**config.mk**
```make
export PLATFORM = sky130hd
export DESIGN_NAME = wb_sequencer
export DESIGN_NICKNAME = d
export VERILOG_FILES = /design/src/rtl/wb_sequencer.sv
export SDC_FILE = /design/constraint.sdc
export NUM_CORES = 1
export LEC_CHECK = 0
export CAP_MARGIN = 10
export CORE_ASPECT_RATIO = 0.9
export CORE_MARGIN = 5
export CORE_UTILIZATION = 34
export CTS_CLUSTER_DIAMETER = 50
export CTS_CLUSTER_SIZE = 10
export DETAILED_ROUTE_END_ITERATION = 16
export SETUP_SLACK_MARGIN = 0.2
export SKIP_CTS_REPAIR_TIMING = 1
export SYNTH_ARGS = -nofsm -noshare
export SYNTH_HDL_FRONTEND = slang
export SYNTH_SLANG_ARGS = --single-unit
```
**constraint.sdc**
```tcl
create_clock -name clk -period 2.07 [get_ports clk]
set_input_delay 0.207 -clock clk [delete_from_list [all_inputs] [get_ports clk]]
set_output_delay 0.207 -clock clk [all_outputs]
set_load 0.02 [all_outputs]
```
**src/rtl/wb_sequencer.sv**
```systemverilog
// Writeback sequencer: merges ALU results (through a 2-entry in-order FIFO) and a single
// outstanding memory load into one registered register-file write port, and reports
// read-after-write hazards for two decode-stage source registers.
module wb_sequencer (
    input  logic       clk,
    input  logic       reset_n,
    input  logic       alu_valid,
    input  logic [3:0] alu_dest,
    input  logic [7:0] alu_data,
    output logic       alu_ready,
    input  logic       mem_req,
    input  logic [3:0] mem_dest,
    output logic       mem_ready,
    input  logic       mem_rvalid,
    input  logic [7:0] mem_rdata,
    input  logic [3:0] query_a,
    input  logic [3:0] query_b,
    output logic       hazard_a,
    output logic       hazard_b,
    output logic       RegWrite,
    output logic [3:0] destination,
    output logic [7:0] write_data,
    output logic       err
);

    typedef enum logic [0:0] {StIdle, StWaitMem} state_e;

    state_e      state_q, state_d;
    logic [3:0]  pend_dest_q, pend_dest_d;

    logic [3:0]  fifo_dest_q [2];
    logic [7:0]  fifo_data_q [2];
    logic        rd_ptr_q, wr_ptr_q;
    logic [1:0]  count_q, count_d;

    logic        reg_write_q;
    logic [3:0]  dest_q;
    logic [7:0]  data_q;
    logic        err_q;

    logic        alu_fire, load_wr, fifo_pop, bypass, push;
    logic        wr_en;
    logic [3:0]  wr_dest;
    logic [7:0]  wr_data;

    // Load tracking FSM: next state and pending destination capture
    always_comb begin
        state_d     = state_q;
        pend_dest_d = pend_dest_q;
        unique case (state_q)
            StIdle: begin
                if (mem_req) begin
                    state_d     = StWaitMem;
                    pend_dest_d = mem_dest;
                end
            end
            StWaitMem: begin
                if (mem_rvalid) state_d = StIdle;
            end
        endcase
    end

    // Handshakes, write arbitration and FIFO bookkeeping
    always_comb begin
        mem_ready = (state_q == StIdle);
        // Stall ALU writes to the pending load's register so the load cannot overwrite them
        alu_ready = (count_q != 2'd2) && !((state_q == StWaitMem) && (alu_dest == pend_dest_q));
        alu_fire  = alu_valid && alu_ready;
        load_wr   = (state_q == StWaitMem) && mem_rvalid;
        fifo_pop  = !load_wr && (count_q != 2'd0);
        // Empty FIFO and no load write: the ALU result goes straight to the output register
        bypass    = !load_wr && (count_q == 2'd0) && alu_fire;
        push      = alu_fire && !bypass;
        count_d   = count_q + {1'b0, push} - {1'b0, fifo_pop};

        wr_en   = 1'b0;
        wr_dest = dest_q;
        wr_data = data_q;
        if (load_wr) begin
            wr_en   = 1'b1;
            wr_dest = pend_dest_q;
            wr_data = mem_rdata;
        end else if (fifo_pop) begin
            wr_en   = 1'b1;
            wr_dest = fifo_dest_q[rd_ptr_q];
            wr_data = fifo_data_q[rd_ptr_q];
        end else if (bypass) begin
            wr_en   = 1'b1;
            wr_dest = alu_dest;
            wr_data = alu_data;
        end
    end

    // Hazard detection: pending load, valid FIFO entries, and the write on the output port
    always_comb begin
        hazard_a = ((state_q == StWaitMem) && (query_a == pend_dest_q))
                || ((count_q != 2'd0) && (query_a == fifo_dest_q[rd_ptr_q]))
                || ((count_q == 2'd2) && (query_a == fifo_dest_q[~rd_ptr_q]))
                || (reg_write_q && (query_a == dest_q));
        hazard_b = ((state_q == StWaitMem) && (query_b == pend_dest_q))
                || ((count_q != 2'd0) && (query_b == fifo_dest_q[rd_ptr_q]))
                || ((count_q == 2'd2) && (query_b == fifo_dest_q[~rd_ptr_q]))
                || (reg_write_q && (query_b == dest_q));
    end

    // FSM state and pending destination registers
    always_ff @(posedge clk or negedge reset_n) begin
        if (!reset_n) begin
            state_q     <= StIdle;
            pend_dest_q <= 4'd0;
        end else begin
            state_q     <= state_d;
            pend_dest_q <= pend_dest_d;
        end
    end

    // FIFO storage and pointers
    always_ff @(posedge clk or negedge reset_n) begin
        if (!reset_n) begin
            fifo_dest_q[0] <= 4'd0;
            fifo_dest_q[1] <= 4'd0;
            fifo_data_q[0] <= 8'd0;
            fifo_data_q[1] <= 8'd0;
            rd_ptr_q       <= 1'b0;
            wr_ptr_q       <= 1'b0;
            count_q        <= 2'd0;
        end else begin
            if (push) begin
                fifo_dest_q[wr_ptr_q] <= alu_dest;
                fifo_data_q[wr_ptr_q] <= alu_data;
                wr_ptr_q              <= ~wr_ptr_q;
            end
            if (fifo_pop) rd_ptr_q <= ~rd_ptr_q;
            count_q <= count_d;
        end
    end

    // Registered write port and sticky error flag; index/data hold when idle
    always_ff @(posedge clk or negedge reset_n) begin
        if (!reset_n) begin
            reg_write_q <= 1'b0;
            dest_q      <= 4'd0;
            data_q      <= 8'd0;
            err_q       <= 1'b0;
        end else begin
            reg_write_q <= wr_en;
            if (wr_en) begin
                dest_q <= wr_dest;
                data_q <= wr_data;
            end
            if ((state_q == StIdle) && mem_rvalid) err_q <= 1'b1;
        end
    end

    assign RegWrite    = reg_write_q;
    assign destination = dest_q;
    assign write_data  = data_q;
    assign err         = err_q;

endmodule
```
# Word level (Yosys, flattened, before mapping)
# Index checks and enable logic that the tools add are counted.
# Widths: inputs -> output; s select.
# word_totals
ff_bits	47
out_inout_bits	18
wordCells	95
# op_classes
reduce_logical	32
n_bitwise	6
n_eq_ne	11
muxes	27
order_cmp	4
addsub	2
# op_table
op	n
$mux 8	7
$mux 4	10
$eq 4x4->1	9
$logic_and 1x1->1	18
$bwmux 16	1
$bwmux 8	1
$demux 8 s1	1
$ge 2x2->1 const B	3
$logic_or 1x1->1	6
$not 1->2	3
$mux 1	5
$demux 4 s1	1
$reduce_and 2->1	2
$logic_not 1->1	3
$not 1->1	3
$reduce_bool 3->1	1
$add 2x1->2	1
$eq 2x2->1 const B	1
$logic_not 2->1	1
$lt 2x1->1 const B	1
$ne 2x2->1 const B	1
$pmux 1 s2	1
$reduce_bool 2->1	1
$sub 2x1->2	1

# Depth between registers and ports, before layout
# Gate-level depths: netlist of run 1.
# depth
depth_word	10
ltp_mapped	9

# Worst setup path after synthesis of run 1
# No wires, ideal clock.
# synth_timing
path_type	flip-flop to flip-flop
from	register state_q
to	register count_q[1]
setup_slack_ns	0.218
period_less_slack_ns	1.852
path_stages_with_launch	10
arrival_time_ns	1.728
path_cell_list	dfrtp_1 and2_1 buf_4 clkbuf_1 nor2_1 ha_1 inv_1 ha_1 xnor2_1 xnor2_1
# synth_via
word_cells_on_any_way	13
cone_classes	add/sub: 2; reduce/logical: 11
# synth_lines
item	line	rtl
start: declaration	28	state_e state_q, state_d;
start signal: assignment	109	state_q <= StIdle;
start signal: assignment	112	state_q <= state_d;
$logic_and 1x1->1	69	load_wr = (state_q == StWaitMem) && mem_rvalid;
$logic_not 1->1	70	fifo_pop = !load_wr && (count_q != 2'd0);
$logic_and 1x1->1	70	
named net fifo_pop	41	logic alu_fire, load_wr, fifo_pop, bypass, push;
$sub 2x1->2	74	count_d = count_q + {1'b0, push} - {1'b0, fifo_pop};
named net count_d[1]	34	logic [1:0] count_q, count_d;
end signal: assignment	134	count_q <= count_d;
end: declaration	34	
# The timed path passes the listed nets, and every way through them passes these cells.
# A chain may end at the register's enable or synchronous reset.

# Worst setup path in the final report of run 1
# layout_timing
from	register rd_ptr_q
to	output hazard_a
# layout_via
elab_chain_cells	9
word_cells_on_any_way	16
cone_classes	eq/ne: 2; mux: 6; bitwise: 3; reduce/logical: 5
# layout_rtl
item	line	rtl
start: declaration	33	logic rd_ptr_q, wr_ptr_q;
start signal: assignment	133	if (fifo_pop) rd_ptr_q <= ~rd_ptr_q;
$not 1->2 (implied by the code) or $not 1->1 (tied branches)	97, 98	
$mux 4 (implied by the code) or $not 1->2 (tied branches)	97, 98	
$mux 4, on equally long branches (2 in a row)	97, 98	
$eq 4x4->1 or $mux 4 (tied branches)	97, 98	
$logic_and 1x1->1 or $eq 4x4->1 (tied branches)	97, 98	
$logic_or 1x1->1 or $logic_and 1x1->1 (tied branches)	97, 98	
$logic_or 1x1->1 (*)	98	|| ((count_q == 2'd2) && (query_a == fifo_dest_q[~rd_ptr_q]))
$logic_or 1x1->1 (*)	99	|| (reg_write_q && (query_a == dest_q));
end: declaration	18	output logic hazard_a,
# Every way passes the cells marked *; elsewhere a longest branch is shown, timed or not. The select of a mux whose other input is x is not followed.

==> summary.md, run 1 <==
| Metric | Value |
|---|---|
| Seq/Total Area, Yosys | 43.1% |
| Sink Count | 47 |
| Setup ws final | 0.0636 ns |
| Syn. warnings | 0 |
| Die width | 104 um |
| Pwr Total | 5.69 mW |
| Overall Global Routing Usage | 13.9% |
| Slowest CP cell | dfrtp_1 |
| CP required | 1.86 ns |
| Remaining DRCs | 0 |
| Fin Hold WS | 0.418 ns |
| Pwr dens | 1460 mW/mm2 |
| Static leakage | 1.73 nW |
| Placed cells | 422 |
| Vias in the first global route | 2201 |
| Clock Path Buffers | 2 |
| TritonCTS buffer count | 5 |
| Finished Layout Cells | 435 |
| Area after DPL | 0.00363 mm2 |
| Die height | 95.0 um |
| Seq cells post-synth | 47 |
| Clock Latency Late Sink | 0.30 ns |
| Initial antenna violation count | 0 |
| Pre-antenna DRT Iters | 4 |
| Vias per cell | 4.87 |
| Die area | 0.00992 mm2 |
| Final instance area | 0.00391 mm2 |
| Core box area | 0.00795 mm2 |
| Hold Crit Class | in -> async |
| Via count | 2119 |
| Crit end category | output pin |
| Worst Skew | 0.00538 ns |
| Worst path top cell family by delay | flip-flops |
| Starting density of the core | 34.3% |
| Total nets after synthesis | 284 |
| Place WS | -0.0981 ns |
| Mean Syn Cell Area | 11.1 um2 |
| Clock slew seen by the registers of the worst setup and hold paths | 0.10 ns |
| Rows | 31 |
| Drt wl/cell | 15.7 um |
| Fin crit share | 96.9% |
| Synth unique cells | 37 |
| Antenna cells | 0 |
| Crit-path max FO | 7 |
| Max-cap check violation count | 0 |
| Critical path cell sequence | buf_12, mux2i_1, buf_4, xnor2_1, nor3_1, nand3_1, nand3_2, buf_6 |
| IO Port Bufs | 54 |
| Worst path max stage delay | 0.42 ns |
| Synthesis-to-layout area growth | 43.0% |
| Final core occ | 49.1% |
| Setup TNS | 0 ns |
| Cells after Synth | 245 |
| Max Freq | 498 MHz |
| First-pass GRT wire length | 11000 um |
| Commonest non-fill, non-tap cell in the layout | clkdlybuf4s50_1 |
| RSZ-0062 raised after global routing | yes |
| Largest net degree at the start of global routing | 26 |
| Mapped Area | 0.00273 mm2 |
| Routability cong. | 0.815 |
| H-tree depth reported by CTS | 2 |
| Minimum clock period | 2.01 ns |
| Final wirelength | 6830 um |
| Status | finished clean |
| Critical Path Source Type | flip-flop |
| Setup-failing EPs final | 0 |
| Ports | 55 |
| Max-slew violation count | 0 |
| Layout cells sized above 1 | 30.7% |
| Nets | 374 |
| CTS tree | built |
| Slew HR | 62.5% |
| Worst EP arrival | 1.80 ns |
| Worst Tran Pin Value | 0.563 ns |
| Antenna Nets Post-Route | 0 |
| CP bufs+invs | 3 |
| Fillcell total | 734 |
| Setup Crit Path Kind | reg -> out |
| Final hold viol count | 0 |
| Iteration-0 DRC Markers | 99 |
| Most frequent cells in the layout | 49 x clkdlybuf4s50_1, 44 x dfrtp_1, 32 x buf_4, 24 x mux2_4 |
| CTS root buffer | clkbuf_8 |
| Remaining global-route overflow | 0 |
| Hpwl dp | 5050 um |
| VDD IR max | 0.514 mV |
state kept, by name, summed over array words and instances (netlist names):
signal,flops
wr_ptr_q,1
fifo_dest_q,8
write_data,8
state_q,1
count_q,2
rd_ptr_q,1
RegWrite,1
fifo_data_q,16
pend_dest_q,4
destination,4
err,1
where the power goes:
part	total [mW]	internal (mW)	switching, mW
sequential	1.72	1.36	0.360
combinational	3.36	1.92	1.45
clock	0.608	0.251	0.357
total	5.69	3.53	2.16
path summary, 6_finish.rpt:
check	cells after the start	startpoint	slack (ns)	endpoint
worst max-delay path	8	rd_ptr_q	0.06	hazard_a
worst min-delay path	2	reset_n	0.42	pend_dest_q[1]
worst max register to register	7	pend_dest_q[0]	0.27	fifo_data_q[13]
worst min register to register	1	err	0.47	err
max in group asynchronous	3	reset_n	1.11	pend_dest_q[0]
min in group clk	1	err	0.47	err
metal layers:
metal | GRT usage [%] | vias up | routed length (um)
li1 | - | 1041 | -
met1 | 19.5 | 1039 | 3350
met2 | 22.0 | 37 | 3220
met3 | 3.45 | 2 | 235
met4 | 2.59 | 0 | 34
met5 | 0 | - | 0
logic make-up after synthesis:
| family | after synthesis | synth area share [%] |
|---|---|---|
| xor+xnor | 40 | 12.8 |
| mux | 44 | 20.2 |
| simple gates | 54 | 10.4 |
| flops | 47 | 43.1 |
| compound gates | 42 | 9.30 |
| buf+inv | 16 | 3.34 |
| fa+ha+maj | 2 | 0.916 |
cell usage after synthesis (all sizes together):
cell type	n	area (um2)
a211oi	12	90.1
a21o	3	23.8
a21oi	16	80.1
a31oi	2	12.5
and2	2	13.8
buf	9	63.8
clkbuf	3	12.5
dfrtp	47	1180
ha	2	25.0
inv	4	15.0
mux2	28	390
mux2i	16	160
nand2	8	30.0
nand2b	1	6.26
nand3	8	45.0
nand4	3	25.0
nand4b	1	15.0
nor2	20	75.1
nor2b	1	6.26
nor3	8	45.0
nor4b	1	15.0
o21ai	8	40.0
o21bai	1	7.51
or2	1	6.26
xnor2	20	175
xor2	20	175
layout make-up:
class / instances / area [um2] / share of cell area [%]
multi-input combinational: 182 / 1570 / 40.2
sequential: 47 / 1180 / 30.2
timing repair buffer: 95 / 921 / 23.6
tap: 99 / 124 / 3.17
clock buffer: 5 / 68.8 / 1.76
clock inverter: 3 / 27.5 / 0.705
inverter: 4 / 15.0 / 0.384
No activity file was read; power rests on OpenSTA's default activity.
==> inputs of run 2 (changes only) <==
ABC_CLOCK_PERIOD_IN_PS = 2070   (was default)
CORE_MARGIN = 10   (was 5)
CTS_CLUSTER_SIZE = 28   (was 10)
==> summary.md, run 2 (synthesized netlist as in run 1, its figures left out) <==
| Metric | Value |
|---|---|
| Max-slew violation count | 0 (unchanged) |
| Die area | 0.0120 mm2 (+21%) |
| Setup-failing EPs final | 0 (unchanged) |
| TritonCTS buffer count | 5 (unchanged) |
| Critical path origin | rd_ptr_q |
| Setup TNS | 0 ns (unchanged) |
| Critical path cell sequence | buf_12, buf_4, mux2i_2, buf_4, xor2_1, nand4_1, nand3_2, buf_6 |
| Iteration-0 DRC Markers | 54 (-45%) |
| Layout cells sized above 1 | 32.8% (+2.2 points) |
| Largest register FFs | 16 (unchanged) |
| Clock power frac | 12.4% (+1.7 points) |
| Critical Path Source Type | flip-flop |
| First-pass GRT wire length | 11900 um (+7.7%) |
| IO Port Bufs | 54 (unchanged) |
| Static leakage | 1.78 nW (+2.8%) |
| Worst Skew | 0.00698 ns (+0.00160 ns) |
| Max Freq | 499 MHz (about the same) |
| CP bufs+invs | 4 (+1) |
| Synthesis-to-layout area growth | 46.6% |
| Slew HR | 60.9% (-1.5 points) |
| Sw Ratio | 37.1% (-0.95 points) |
| Sink Count | 47 (unchanged) |
| Worst Tran Pin Value | 0.586 ns (+0.0232 ns) |
| VDD IR max | 0.535 mV (+4.1%) |
| CTS tree | built |
| Worst EP arrival | 1.80 ns (about the same) |
| Finished Layout Cells | 437 (+0.46%) |
| Pwr dens | 1500 mW/mm2 (+2.6%) |
| Via count | 2119 (unchanged) |
| Rows | 30 (-3.2%) |
| Drt wl/cell | 16.6 um (+5.7%) |
| H-tree depth reported by CTS | 2 (unchanged) |
| Critical R2R Launch | pend_dest_q[3] |
| Starting density of the core | 35.5% (+1.1 points) |
| Remaining DRCs | 0 (unchanged) |
| Die height | 105 um (+11%) |
| Die width | 114 um (+9.6%) |
| Initial antenna violation count | 0 (unchanged) |
| Most frequent cells in the layout | 49 x clkdlybuf4s50_1, 44 x dfrtp_1, 36 x buf_4, 24 x mux2_4, 19 x nor2_1 |
| Final wirelength | 7250 um (+6.1%) |
| Overall Global Routing Usage | 12.0% (-1.9 points) |
| Nets | 379 (+1.3%) |
| Reg with most FFs | fifo_data_q |
| Antenna cells | 0 (unchanged) |
| Placed cells | 421 (-0.24%) |
| Crit-path max FO | 8 (+1) |
| Largest net degree at the start of global routing | 25 (-3.8%) |
| CP required | 1.86 ns (about the same) |
| Pwr Total | 5.98 mW (+5.1%) |
| Combinational share of power | 58.7% (-0.4 points) |
| RSZ-0062 raised after global routing | yes |
| Vias per cell | 4.85 (-0.46%) |
| Pre-antenna DRT Iters | 4 (unchanged) |
| Slowest CP cell | dfrtp_1 |
| Internal | 3.76 mW (+6.7%) |
| Commonest non-fill, non-tap cell in the layout | clkdlybuf4s50_1 |
| Hpwl dp | 5390 um (+6.8%) |
| Worst path top cell family by delay | buffers and inverters |
| Antenna Nets Post-Route | 0 (unchanged) |
| Minimum clock period | 2.01 ns (-0.00104 ns) |
| Core box area | 0.00769 mm2 (-3.2%) |
| Vias in the first global route | 2305 (+4.7%) |
| Routability cong. | 0.873 (+7.1%) |
| Clock Path Buffers | 2 (unchanged) |
| Status | finished clean |
| Remaining global-route overflow | 0 (unchanged) |
| Crit end category | output pin |
| Share of power burned in registers | 28.9% (-1.3 points) |
| Fin crit share | 96.9% (about the same) |
| Max-cap check violation count | 0 (unchanged) |
| Clock Latency Late Sink | 0.31 ns (about the same) |
| CTS root buffer | clkbuf_8 |
| Most used cell, CP | buf_4 |
| Final hold viol count | 0 (unchanged) |
| Ports | 55 (unchanged) |
| Setup Crit Path Kind | reg -> out |
| Hold Crit Class | in -> async |
| Clock slew seen by the registers of the worst setup and hold paths | 0.10 ns (about the same) |
| Net switching power | 2.22 mW (+2.5%) |
| Worst path max stage delay | 0.42 ns (about the same) |
[run 2: stage by stage]
stage	hold slack [ns]	instance area [um2]	setup WS [ns]	utilization [%]
floorplan	-0.0886	2730	0.218	-
global placement	0.243	3660	-0.162	47.5
detailed placement	0.249	3660	-0.153	47.5
CTS	-0.0939	3780	-0.473	49.1
global route	0.475	4000	-0.0371	52.0
finish	0.425	4000	0.0647	52.0
[run 2: worst register-to-register path: cells and delay by family (launching register included)]
family / cells / cell delay, ns
multiplexers: 1 / 0.31
flip-flops: 1 / 0.46
buffers and inverters: 2 / 0.31
XOR/XNOR: 1 / 0.16
AND/OR/NAND/NOR: 3 / 0.49
[run 2: power by group through the flow]
stage	Sequential, mW	Combinational [mW]	Clock (mW)
floorplan	1.78	1.88	0
global placement	1.72	3.11	0
detailed placement	1.72	3.16	0
CTS	1.71	3.18	0.752
global route	1.79	3.82	0.792
finish	1.73	3.51	0.740
[run 2: routing by layer]
metal | GRT usage [%] | wire length [um] | vias up
li1 | - | - | 1043
met1 | 15.0 | 3330 | 1039
met2 | 19.8 | 3540 | 31
met3 | 2.69 | 275 | 6
met4 | 4.20 | 104 | 0
met5 | 0 | 0 | -
[run 2: layout make-up]
| cell class | instances | area [um2] |
|---|---|---|
| clock inverters | 2 | 38.8 |
| fillers | 687 | 3690 |
| well taps | 96 | 120 |
| flip-flops and latches | 47 | 1180 |
| inverters | 4 | 15.0 |
| clock buffers | 6 | 82.6 |
| repair buffers | 100 | 967 |
| multi-input cells | 182 | 1600 |
[run 2: worst paths after layout]
| check | end | slack (ns) | depth (start not counted) |
|---|---|---|---|
| max in group asynchronous | pend_dest_q[0] | 1.09 | 3 |
| worst max-delay path | hazard_a | 0.06 | 8 |
| worst min register to register | err | 0.46 | 1 |
| worst max register to register | fifo_data_q[11] | 0.24 | 7 |
| min in group clk | err | 0.46 | 1 |
| worst min-delay path | write_data[5] | 0.43 | 2 |
==> inputs of run 3 (changes only) <==
SLEW_MARGIN = 40   (was default)
==> results of run 3 <==
The final DEF is identical to that of run 2; final timing and power are the same.
